File: config.mk
export PLATFORM = sky130hd
export DESIGN_NAME = bcd_mod_counter
export DESIGN_NICKNAME = d
export VERILOG_FILES = /design/src/rtl/bcd_mod_counter.sv
export SDC_FILE = /design/constraint.sdc
export NUM_CORES = 1
export LEC_CHECK = 0
export CAP_MARGIN = 10
export CORE_MARGIN = 3
export CORE_UTILIZATION = 52
export CTS_BUF_LIST = sky130_fd_sc_hd__clkbuf_4
export DETAILED_ROUTE_END_ITERATION = 10
export PLACE_DENSITY = 0.91
export SETUP_SLACK_MARGIN = 0.15
export SYNTH_ARGS = -nofsm -noshare
export SYNTH_HDL_FRONTEND = slang
export SYNTH_SLANG_ARGS = --single-unit
export TNS_END_PERCENT = 1
File: constraint.sdc
create_clock -name clk -period 3.4 [get_ports clk]
set_input_delay 0.85 -clock clk [delete_from_list [all_inputs] [get_ports clk]]
set_output_delay 0.85 -clock clk [all_outputs]
set_load 0.05 [all_outputs]
File: src/rtl/bcd_mod_counter.sv
// rtl/bcd_mod_counter.sv - parametrised packed-BCD modulo-N up/down counter with wrap pulses and terminal count
module bcd_mod_counter #(
  parameter int DIGITS  = 2,
  parameter int MODULUS = 60
) (
  input  logic                  clk,
  input  logic                  reset,
  input  logic                  en,
  input  logic                  up_dn,
  input  logic                  clr,
  input  logic                  load,
  input  logic [4*DIGITS-1:0]   load_val,
  output logic [4*DIGITS-1:0]   count,
  output logic                  carry,
  output logic                  borrow,
  output logic                  tc,
  output logic                  load_err
);

  localparam int W = 4 * DIGITS;

  function automatic longint pow10(input int n);
    longint r;
    r = 1;
    for (int i = 0; i < n; i++) r = r * 10;
    return r;
  endfunction

  function automatic logic [W-1:0] to_bcd(input int v);
    logic [W-1:0] r;
    int           t;
    r = '0;
    t = v;
    for (int i = 0; i < DIGITS; i++) begin
      r[4*i +: 4] = 4'(t % 10);
      t = t / 10;
    end
    return r;
  endfunction

  function automatic logic digits_ok(input logic [W-1:0] v);
    logic ok;
    ok = 1'b1;
    for (int i = 0; i < DIGITS; i++)
      if (v[4*i +: 4] > 4'd9) ok = 1'b0;
    return ok;
  endfunction

  if (MODULUS < 2 || longint'(MODULUS) > pow10(DIGITS)) begin : g_bad_modulus
    $error("bcd_mod_counter: MODULUS out of range for DIGITS");
  end

  localparam logic [W-1:0] MAX_BCD = to_bcd(MODULUS - 1);

  // With every digit <= 9, unsigned order of the packed vector equals numeric order.
  logic load_ok, count_ok;
  assign load_ok  = digits_ok(load_val) && (load_val <= MAX_BCD);
  assign count_ok = digits_ok(count) && (count <= MAX_BCD);

  assign tc = up_dn ? (count == MAX_BCD) : (count == '0);

  logic [W-1:0] inc_val, dec_val;
  logic         inc_c, dec_b;

  always_comb begin
    inc_val = '0;
    dec_val = '0;
    inc_c   = 1'b1;
    dec_b   = 1'b1;
    for (int i = 0; i < DIGITS; i++) begin
      if (!inc_c)                     inc_val[4*i +: 4] = count[4*i +: 4];
      else if (count[4*i +: 4] == 4'd9) inc_val[4*i +: 4] = 4'd0;
      else begin
        inc_val[4*i +: 4] = count[4*i +: 4] + 4'd1;
        inc_c             = 1'b0;
      end
      if (!dec_b)                     dec_val[4*i +: 4] = count[4*i +: 4];
      else if (count[4*i +: 4] == 4'd0) dec_val[4*i +: 4] = 4'd9;
      else begin
        dec_val[4*i +: 4] = count[4*i +: 4] - 4'd1;
        dec_b             = 1'b0;
      end
    end
  end

  always_ff @(posedge clk or negedge reset) begin
    if (!reset) begin
      count    <= '0;
      carry    <= 1'b0;
      borrow   <= 1'b0;
      load_err <= 1'b0;
    end else begin
      carry    <= 1'b0;
      borrow   <= 1'b0;
      load_err <= 1'b0;
      if (clr) begin
        count <= '0;
      end else if (load) begin
        if (load_ok) count    <= load_val;
        else         load_err <= 1'b1;
      end else if (en) begin
        // An upset count recovers to zero silently rather than wrapping.
        if (!count_ok) begin
          count <= '0;
        end else if (up_dn) begin
          if (count == MAX_BCD) begin
            count <= '0;
            carry <= 1'b1;
          end else begin
            count <= inc_val;
          end
        end else begin
          if (count == '0) begin
            count  <= MAX_BCD;
            borrow <= 1'b1;
          end else begin
            count <= dec_val;
          end
        end
      end
    end
  end

endmodule
== Word level (Yosys, flattened, before mapping) ==
Index checks and enable logic that the tools add are counted.
Widths: inputs -> output; s select.
Word-level totals
  logic and storage cells: 65
  output and inout bits: 12
  bits in registers: 11
Cells by class
  eq/ne operators: 6
  reductions and logical operators: 8
  add/sub/neg operators: 4
  $lt $le $gt $ge: 6
  mux-type cells: 36
Operator list (number)
  $mux 8: 8
  $mux 4: 6
  $mux 1: 22
  $gt 4x4->1 const B: 4
  $le 8x7->1 const B: 2
  $ne 6x4->1 const B: 2
  $add 4x1->4 const B: 2
  $eq 4x4->1 const B: 2
  $eq 8x7->1 const B: 1
  $logic_not 4->1: 2
  $logic_not 8->1: 1
  $sub 4x1->4 const B: 2
  $reduce_and 4->1: 1
  $ne 3x2->1 const B: 1
  $reduce_bool 3->1: 1
  $logic_and 1x1->1: 2
  $reduce_and 2->1: 1

== Longest topological paths before layout ==
Gate-level depths: netlist of run 1.
  depth in word-level cells: 9
  depth in mapped cells: 7

== Worst setup path before layout of run 1 ==
No wires, ideal clock.
  kind: register to output
  start: register count[6]
  end: output port tc
  path buffers: 1
  path slack: 334 ps
  stages on the path, launching flop included: 5
  arrival: 2216 ps
  data required time: 2550 ps
  cell sequence: dfrtp_1 -> buf_6 -> and4b_1 -> nand2_1 -> o21ai_0
On the way
  cells in the longest elaborated chain, start to end: 2
  elaborated cells on any way between the ends: 3
RTL lines
  start: declaration: RTL line 13  | output logic [4*DIGITS-1:0] count,
  start signal: assignment: RTL line 99  | if (load_ok) count <= load_val;
  start signal: assignment: RTL line 110  | count <= inc_val;
  start signal: assignment: RTL line 117  | count <= dec_val;
  $eq 8x7->1 or $logic_not 8->1 (tied branches): RTL line 60  | assign tc = up_dn ? (count == MAX_BCD) : (count == '0);
  $mux 1 (*): RTL line 60
  end: declaration: RTL line 16  | output logic tc,
Every way passes the cells marked *; elsewhere a longest branch is shown, timed or not.

== Worst setup path after layout of run 1 ==
  start: input port up_dn
  end: output port tc
On the way
  cells in the longest elaborated chain, start to end: 1
RTL lines
  start: declaration: RTL line 9  | input logic up_dn,
  $mux 1: RTL line 60
Every way passes these cells.

==> flow_summary.yaml, run 1 <==
floorplanning:
  pin_count: 26
  die-width_um: 46.8
  rows: 14
  coreArea_um2: 1540
  die_height_um: 46.8
  start_util_pct: 56.2
  die_area_um2: 2190
synthesis:
  yosys.area.top_type: "dfrtp_1"
  syn_area_um2: 866
  yosys.area_share.simple_pct: 28.9
  synth_top_area_share_pct: 31.8
  synth_top_family_by_area: "compound AO/OA/AOI/OAI gates"
  synth_mux_area_share_pct: 0
  synth.most_common_cell: "dfrtp_1"
  synth_compound_area_share_pct: 29.5
  synthArstFlopShare_pct: 100
  syn_area_per_cell_um2: 7.94
  synth-seq-area-share_pct: 31.8
  syn_inst: 109
  yosys-top-cells-area: "dfrtp_1 32%, a21oi_1 4.6%, nand3_1 4.6%, o21ai_0 4.0%, nand2_1 3.9%"
  ys_types: 41
  synthXorXnorAreaFrac_pct: 2.02
  syn_nets: 123
  synthAdderAreaFrac_pct: 0
  synth_edf_count: 0
  synth_flop_cell: "dfrtp_1"
  ys_seq_elements: 11
  netlist_top_cells_count: "11 x dfrtp_1, 9 x nand2_1, 8 x a21oi_1, 8 x nand3_1, 7 x o21ai_0"
  ys.warnings.count: 0
timing:
  period_minus_slack_ns: 3.02
  fmax_mhz: 331
  hold_viol: 0
  slew_viol_final: 0
  fin_crit_sh_pct: 88.8
  slew-limit-headroom_pct: 66.4
  setup-tns-final_ns: 0
  rsz0062_at_grt: "no"
  worst_pin_slew_ns: 0.502
  finClkSkew_ns: 0.00306
  finalSetupViolCount: 0
  setup_ws_ns: 0.381
place:
  hpwl_um: 1660
  placed_cell_area_um2: 1100
  preCtsSetupSlack_ns: 0.397
  place_congestion: 0.888
  port_buffers: 25
cts:
  numCtsBuffers: 3
  clk_pin_slew_ns: 0.06
  cts.htree.levels: 1
  cts_sinks: 11
  cts_tree: "done"
  cts_resized: 0
  root_buffer: "clkbuf_4"
  cts_setup_buffers: 0
  clockBufferDepth: 2
  holdBufCountCts: 0
  insertion_delay_ns: 0.26
power_and_ir_drop:
  p_comb_share_pct: 38.8
  seq_power_share_pct: 38.8
  switching_share_pct: 38.1
  p_clk_share_pct: 22.4
  p_sw_w: 0.000160
  power.density_nw_per_um2: 373
  p_int_w: 0.000261
  p_leak_nw: 0.459
  peakVddDrop_uv: 351
grt:
  grt.overflow.total: 0
  grt_max_degree: 16
  grt_use_total_pct: 21.5
  grt_pass1_wl_um: 3380
  antenna_found_initial: 0
  grt_pass1_vias: 786
routing:
  routed_wl_um: 2170
  antenna_left: 0
  avgRoutedWirePerCell_um: 15.0
  drc: 0
  via_per_inst: 6.54
  drt-initial-drc-count: 28
  vias: 949
  dr.pass1.iters: 4
layout:
  diodes: 0
  drive_gt1_share_pct: 6.98
  nets: 144
  design_area_um2: 1130
  syn_to_final_growth_pct: 30.2
job:
  maxCapViolCount: 0
critical_path:
  cp.arrival_ns: 2.17
  crit_chain: "clkdlybuf4s50_1, nor3_1, nand3_1, o21ai_0, buf_12"
  critPathMaxFanout: 5
  start_kind: "input pin"
  crit_slowest_cell: "clkdlybuf4s50_1"
  slowest_delay_ns: 0.47
  end_kind: "primary output"
  required_ns: 2.55
  worstSetupPathType: "in -> out"
outcome:
  outcome: "complete, no violations"
hold_path:
  hold_class: "reg -> reg"
[sequential cells by signal (all words and copies together) (netlist names)]
register  count
borrow        1
carry         1
count         8
load_err      1
[cells by family after synthesis]
family | count (synthesis)
simple gates | 46
xor+xnor | 2
buf+inv | 13
compound gates | 37
flops | 11
[layer usage]
layer	up-vias	global-route usage [%]	share of wire (%)
met1	450	25.8	40
met3	6	6.13	7.1
met4	0	6.63	1.9
li1	449	-	-
met2	44	37.1	51
met5	-	0	0
[worst max-delay path: cells and delay by family]
kind            cells  cell delay (ns)
compound gates      1             0.17
buf+inv             2             0.65
simple gates        2             0.48
[metrics by stage]
step | hold slack (ns) | utilization, % | power (W) | instances
global route | 0.708 | 73.1 | 0.000444 | 145
global placement | 0.656 | 71.2 | 0.000323 | 141
detailed placement | 0.668 | 71.2 | 0.000328 | 141
CTS | 0.677 | 73.1 | 0.000423 | 145
finish | 0.673 | 73.1 | 0.000421 | 145
floorplan | 0.554 | - | 0.000275 | 109
[placed cells by master, fill, tap and decap left out, types with 3 or more instances in the layout]
cell type and count:
clkdlybuf4s50_1 24, dfrtp_1 11, nand2_1 9, a21oi_1 8, nand3_1 8, o21ai_0 7
nor2_1 6, nor3_1 5, clkbuf_4 4, inv_1 3, and3_1 3, o21a_1 3
[layout make-up]
type | count | area [µm²]
Timing Repair Buffer | 26 | 268
Sequential cell | 11 | 275
Fill cell | 126 | 414
Inverter | 3 | 11.3
Tap cell | 16 | 20.0
Clock buffer | 4 | 30.0
Multi-Input combinational cell | 85 | 523
[power groups by stage]
stage                Clock, W  Sequential (W)  Combinational, W
finish              0.0000942        0.000163          0.000163
CTS                 0.0000972        0.000163          0.000163
global route         0.000102        0.000167          0.000175
global placement            0        0.000165          0.000159
floorplan                   0        0.000182         0.0000935
detailed placement          0        0.000165          0.000162
[final timing paths]
kind,end,startpoint,cells after the start,slack [ns]
setup / recovery,tc,up_dn,5,0.38
hold / removal,count[7],count[7],1,0.67
setup reg to reg,count[5],count[3],5,1.62
hold reg to reg,count[7],count[7],1,0.67
max in group asynchronous,count[6],reset,1,2.16
min in group asynchronous,count[3],reset,1,0.91
Power figures use the tool's default switching activity.
==> run 2: changes to the inputs <==
--- a/config.mk
+++ b/config.mk
@@ -8,7 +8,7 @@
 export CAP_MARGIN = 10
 export CORE_MARGIN = 3
 export CORE_UTILIZATION = 52
-export CTS_BUF_LIST = sky130_fd_sc_hd__clkbuf_4
+export CTS_BUF_LIST = sky130_fd_sc_hd__clkbuf_4 sky130_fd_sc_hd__clkbuf_8
 export DETAILED_ROUTE_END_ITERATION = 10
 export PLACE_DENSITY = 0.91
 export SETUP_SLACK_MARGIN = 0.15
==> results of run 2 <==
Same layout as run 1: the final DEF is identical, and so are final timing and power.
==> run 3: changes to the inputs <==
--- a/config.mk
+++ b/config.mk
@@ -10,6 +10,7 @@
 export CORE_UTILIZATION = 52
 export CTS_BUF_LIST = sky130_fd_sc_hd__clkbuf_4 sky130_fd_sc_hd__clkbuf_8
 export DETAILED_ROUTE_END_ITERATION = 10
+export HOLD_SLACK_MARGIN = 0.15
 export PLACE_DENSITY = 0.91
 export SETUP_SLACK_MARGIN = 0.15
 export SYNTH_ARGS = -nofsm -noshare
==> results of run 3 <==
Same layout as run 1: the final DEF is identical, and so are final timing and power.
